$ cat config.mk
export PLATFORM = sky130hd
export DESIGN_NAME = load_store_unit
export DESIGN_NICKNAME = d
export VERILOG_FILES = /design/src/rtl/load_store_unit.sv
export SDC_FILE = /design/constraint.sdc
export NUM_CORES = 1
export LEC_CHECK = 0
export CORE_MARGIN = 3
export CORE_UTILIZATION = 47
export CTS_BUF_LIST = sky130_fd_sc_hd__clkbuf_8 sky130_fd_sc_hd__clkbuf_16
export DETAILED_ROUTE_END_ITERATION = 10
export PLACE_DENSITY = 0.8
export SLEW_MARGIN = 10
export SYNTH_ARGS = -nofsm -noshare
export SYNTH_HDL_FRONTEND = slang
export SYNTH_SLANG_ARGS = --single-unit
$ cat constraint.sdc
create_clock -name clk -period 2.1 [get_ports clk]
set_input_delay 0.42 -clock clk [delete_from_list [all_inputs] [get_ports clk]]
set_output_delay 0.42 -clock clk [all_outputs]
set_load 0.005 [all_outputs]
$ cat src/rtl/load_store_unit.sv
// load_store_unit
// Sits between the datapath and a word-organised synchronous DataMemory.
// It turns byte, halfword and word loads/stores at byte addresses into
// DataMemory read and write cycles. Loads get lane extraction with sign or
// zero extension. Sub-word stores are done as read-modify-write because the
// memory has no byte enables.
//
// Ports:
//   clk, reset         clock (rising edge); asynchronous active-low reset
//   req, we, size,     request handshake and attributes; sampled in IDLE only
//   sign_ext, addr,
//   wdata
//   rdata              load result, held until the next load completes
//   done, misalign     one-cycle completion pulse / misaligned-request flag
//   busy               high in every state except IDLE
//   mem_addr, mem_din, DataMemory command side
//   mem_wen, mem_ren
//   mem_dout           DataMemory read data (valid the cycle after mem_ren)
module load_store_unit #(
    parameter int ADDR_W = 10
) (
    input  logic              clk,
    input  logic              reset,
    input  logic              req,
    input  logic              we,
    input  logic [1:0]        size,
    input  logic              sign_ext,
    input  logic [31:0]       addr,
    input  logic [31:0]       wdata,
    output logic [31:0]       rdata,
    output logic              done,
    output logic              busy,
    output logic              misalign,
    output logic [ADDR_W-1:0] mem_addr,
    output logic [31:0]       mem_din,
    output logic              mem_wen,
    output logic              mem_ren,
    input  logic [31:0]       mem_dout
);

    typedef enum logic [2:0] {
        ST_IDLE  = 3'd0,
        ST_RD    = 3'd1,
        ST_CAP   = 3'd2,
        ST_MERGE = 3'd3,
        ST_WR    = 3'd4,
        ST_DONE  = 3'd5,
        ST_ERR   = 3'd6
    } state_t;

    state_t      state_r;
    state_t      state_nxt_s;

    logic        we_r;
    logic [1:0]  size_r;
    logic        sext_r;
    logic [1:0]  off_r;
    logic [15:0] wdata_r;

    logic        accept_s;
    logic        misaligned_s;
    logic        unused_addr_s;

    // Halfwords need an even address. Words, and the reserved size code
    // (which behaves as a word), need a multiple of four.
    function automatic logic is_misaligned(input logic [1:0] sz, input logic [1:0] off);
        logic bad;
        case (sz)
            2'b00:   bad = 1'b0;
            2'b01:   bad = off[0];
            default: bad = (off != 2'b00);
        endcase
        return bad;
    endfunction

    // Select the addressed little-endian lane of a memory word and extend it.
    function automatic logic [31:0] load_extract(input logic [31:0] word, input logic [1:0] sz,
                                                 input logic [1:0] off, input logic sext);
        logic [31:0] shifted;
        logic [31:0] res;
        shifted = word >> {off, 3'b000};
        case (sz)
            2'b00:   res = {{24{sext & shifted[7]}}, shifted[7:0]};
            2'b01:   res = {{16{sext & shifted[15]}}, shifted[15:0]};
            default: res = word;
        endcase
        return res;
    endfunction

    // Replace only the addressed lane(s) of the old word with the low bits
    // of the store data. The other lanes pass through unchanged.
    function automatic logic [31:0] store_merge(input logic [31:0] old_word, input logic [15:0] new_data,
                                                input logic [1:0] sz, input logic [1:0] off);
        logic [31:0] mask;
        logic [31:0] data;
        case (sz)
            2'b00: begin
                mask = 32'h0000_00FF << {off, 3'b000};
                data = {4{new_data[7:0]}};
            end
            2'b01: begin
                mask = off[1] ? 32'hFFFF_0000 : 32'h0000_FFFF;
                data = {2{new_data}};
            end
            default: begin
                mask = 32'h0000_0000;
                data = 32'h0000_0000;
            end
        endcase
        return (old_word & ~mask) | (data & mask);
    endfunction

    // Byte-address bits above the word index wrap around and are not used.
    assign unused_addr_s = ^addr[31:ADDR_W+2];
    assign accept_s      = (state_r == ST_IDLE) && req;
    assign misaligned_s  = is_misaligned(size, addr[1:0]);

    // Next-state decode.
    always_comb begin
        state_nxt_s = state_r;
        case (state_r)
            ST_IDLE: begin
                if (req) begin
                    if (misaligned_s) begin
                        state_nxt_s = ST_ERR;
                    end else if (we && size[1]) begin
                        state_nxt_s = ST_WR;
                    end else begin
                        state_nxt_s = ST_RD;
                    end
                end else begin
                    state_nxt_s = ST_IDLE;
                end
            end
            ST_RD: begin
                if (we_r) begin
                    state_nxt_s = ST_MERGE;
                end else begin
                    state_nxt_s = ST_CAP;
                end
            end
            ST_CAP:   state_nxt_s = ST_DONE;
            ST_MERGE: state_nxt_s = ST_WR;
            ST_WR:    state_nxt_s = ST_DONE;
            ST_DONE:  state_nxt_s = ST_IDLE;
            ST_ERR:   state_nxt_s = ST_IDLE;
            default:  state_nxt_s = ST_IDLE;
        endcase
    end

    // State register.
    always_ff @(posedge clk or negedge reset) begin
        if (!reset) begin
            state_r <= ST_IDLE;
        end else begin
            state_r <= state_nxt_s;
        end
    end

    // Capture the request attributes at acceptance so later input changes
    // cannot affect an operation in flight.
    always_ff @(posedge clk or negedge reset) begin
        if (!reset) begin
            we_r    <= 1'b0;
            size_r  <= 2'b00;
            sext_r  <= 1'b0;
            off_r   <= 2'b00;
            wdata_r <= 16'h0000;
        end else if (accept_s) begin
            we_r    <= we;
            size_r  <= size;
            sext_r  <= sign_ext;
            off_r   <= addr[1:0];
            wdata_r <= wdata[15:0];
        end
    end

    // Registered outputs. The strobes are decoded from the next state so
    // they line up exactly with the cycles spent in RD, WR, DONE and ERR.
    always_ff @(posedge clk or negedge reset) begin
        if (!reset) begin
            rdata    <= 32'h0000_0000;
            done     <= 1'b0;
            busy     <= 1'b0;
            misalign <= 1'b0;
            mem_addr <= '0;
            mem_din  <= 32'h0000_0000;
            mem_wen  <= 1'b0;
            mem_ren  <= 1'b0;
        end else begin
            done     <= (state_nxt_s == ST_DONE) || (state_nxt_s == ST_ERR);
            misalign <= (state_nxt_s == ST_ERR);
            busy     <= (state_nxt_s != ST_IDLE);
            mem_ren  <= (state_nxt_s == ST_RD);
            mem_wen  <= (state_nxt_s == ST_WR);
            if (accept_s) begin
                mem_addr <= addr[ADDR_W+1:2];
                // A word store goes straight to WR, so its data is loaded here.
                mem_din  <= wdata;
            end else if (state_r == ST_MERGE) begin
                mem_din  <= store_merge(mem_dout, wdata_r, size_r, off_r);
            end
            if (state_r == ST_CAP) begin
                rdata <= load_extract(mem_dout, size_r, off_r, sext_r);
            end
        end
    end

endmodule

==> impl_metrics.yaml <==
grt:
  grt_pass1_wl_microns: 27900
  grt_max_degree: 55
  grt_pass1_vias: 5217
  overflow: 0
  use_met2: 0.450
  use_met3: 0.0363
  gr-max-usage-layer: "met2"
  track_usage: 0.269
  antenna_found_initial: 0
  met1_usage: 0.363
critical_path:
  crit_path_top_delay_cell: "dfrtp_2"
  critPathLaunchType: "flip-flop"
  crit_chain: "buf_4 > nor2b_1 > a2bb2oi_1 > a211o_1 > buf_12 > nand3_1"
  cp_max_fo: 15
  critPathCaptureType: "flip-flop"
  cp_slowest_stage_delay_ns: 0.51
  critPathRequiredTime_ns: 2.38
  arrival_ns: 2.23
  cp.buffers_inverters: 2
  critPathTopFamily: "compound AO/OA/AOI/OAI gates"
  crit_type: "reg2reg"
yosys:
  yosys.area_share.adder: 0
  yosys.area_share.simple: 0.237
  syn_area_per_cell_sq_um: 9.23
  synth.top_cells.by_area: "dfrtp_1 (47%), nand2_1 (10%), o31ai_2 (6.3%)"
  synth.most_common_cell: "nand2_1"
  async_flop_share: 1.00
  synthCells: 604
  yosysUniqueCellTypes: 45
  synth_fp_nets: 707
  synth_seq_cells: 104
  synth_top_area_share: 0.467
  synth-compound-area-share: 0.194
  synthMuxAreaShare: 0.0487
  synth_ff_type: "dfrtp_1"
  synth_top_area_cell: "dfrtp_1"
  yosysSeqAreaShare: 0.467
  synth_xor_area_frac: 0
  synth-warning-count: 0
  yosys-top-cells-count: "nand2_1 (150), dfrtp_1 (104), nor2_1 (45)"
  synth_edf_count: 0
  synth_top_family_by_area: "simple AND/OR/NAND/NOR gates"
  netlist_area_sq_um: 5570
placed_design:
  port_buffers: 161
  gp_congestion: 0.920
  pre_cts_ws_ns: -0.127
  hpwl_microns: 13300
clocking:
  htree_levels: 3
  path_clk_slew_ns: 0.07
  clk_latency_ns: 0.35
  cts_hold_buf: 0
  numCtsBuffers: 9
  clock_sinks: 104
  cts_tree: "yes"
  root_buffer: "clkbuf_16"
  clock_path_buffers: 2
timing:
  tightest_slew_ns: 0.747
  setup_viol: 0
  post-route-min-period_ns: 1.95
  setup-tns-final_ns: 0
  rsz0062_at_grt: "no"
  slew-limit-headroom: 0.501
  final_hold_viol_count: 0
  final.setup.worst_slack_ns: 0.146
  maxSlewViolCount: 0
  min_period_over_period: 0.931
  clock_skew_ns: 0.00594
  max_freq_mhz: 512
routing:
  ant_nets: 0
  drcViolationCount: 0
  firstDrtPassIters: 6
  wl_per_cell_microns: 19.6
  vias_per_cell: 5.81
  routed_wl_microns: 17800
  drtIter0Drc: 437
  vias: 5265
worst_hold_path:
  hp-class: "in2async"
floorplan:
  die_y_microns: 115
  initial_utilization: 0.484
  fp.dieW_microns: 115
  io_pins: 182
  rows: 39
  coreArea_sq_um: 11500
  die-area_sq_um: 13200
final_layout:
  drive_above_1_share: 0.128
  fin_nets: 861
  postLayoutCoreUtil: 0.671
  syn2layout_area_growth_pct: 38.6
  fillCellCount: 930
  antenna_cells: 0
pwr:
  power_mw: 11.4
  power.leakage_nw: 3.32
  ir_worst_vdd_v: 0.000767
  p_per_area_nw_per_um2: 1480
job:
  max_cap_viol_count: 0
status:
  status: "completed"
==> through the flow <==
step | cell area [sq um] | cells | hold slack (ns)
final | 7730 | 906 | 0.0620
after global routing | 7730 | 906 | 0.101
after CTS | 7730 | 906 | 0.0840
after detailed placement | 7420 | 890 | 0.450
after global placement | 7420 | 890 | 0.445
after floorplan | 5570 | 604 | 0.124
==> worst reg2reg max path, delay by kind of cell (launching register included) <==
family / cells / cell delay, ns
compound gates: 2 / 0.53
simple gates: 2 / 0.45
flops: 1 / 0.51
buf+inv: 2 / 0.41
==> power breakdown <==
| group | internal (mW) | switching [mW] |
|---|---|---|
| sequential | 2.94 | 0.721 |
| clock | 0.935 | 0.787 |
| combinational | 3.01 | 3.01 |
==> flip-flops by register name, indices dropped and copies added, names as in the netlist <==
name and flops:
mem_din 32, rdata 32, wdata_r 16, mem_addr 10, state_r 3, off_r 2, size_r 2, busy 1
done 1, mem_ren 1, mem_wen 1, misalign 1, sext_r 1, we_r 1
==> final timing paths <==
path,start,to,slack [ns],depth (start not counted)
max,off_r[0],rdata[30],0.15,6
min in group clk,mem_addr[1],mem_addr[1],0.48,2
max in group asynchronous,reset,mem_din[14],1.34,2
min reg2reg,mem_addr[1],mem_addr[1],0.48,2
min,reset,mem_din[21],0.06,1
max reg2reg,off_r[0],rdata[30],0.15,6
==> final cells by class <==
type	count	area (sq um)	share of cell area
Clock buffer	9	225	0.0291
Clock inverter	7	78.8	0.0102
Inverter	1	3.75	0.000486
Multi-Input combinational cell	442	2670	0.346
Sequential cell	104	2610	0.337
Tap cell	143	179	0.0232
Timing Repair Buffer	200	1960	0.254
==> logic make-up after synthesis <==
| group | after synthesis |
|---|---|
| simple gates | 283 |
| buf+inv | 58 |
| mux | 25 |
| flops | 104 |
| compound gates | 134 |
==> layout by cell type (no fill, tap or decap), drive strengths merged, types with 4 or more instances in the layout <==
cell type,instances
a211oi,32
a21oi,19
a22oi,11
buf,40
clkbuf,9
clkdlybuf4s50,160
dfrtp,104
mux2,7
mux2i,17
nand2,150
nand2b,8
nand3,32
nor2,45
nor2b,4
nor4,16
nor4b,17
o21a,7
o21ai,15
o31ai,33
==> routing by layer <==
metal	wire length (microns)	part of all wire	vias to the layer above
li1	-	-	2449
met1	7340	0.41	2586
met2	8910	0.50	203
met3	1170	0.066	27
met4	347	0.020	0
met5	0	0	-
==> timing repair <==
| item | 4_1_cts | 5_1_grt |
|---|---|---|
| setup buffers | 0 | 0 |
| endpoints found under the setup margin | 0 | 15 |
| resized for setup | 0 | 1 |
No activity file was read; power rests on OpenSTA's default activity.
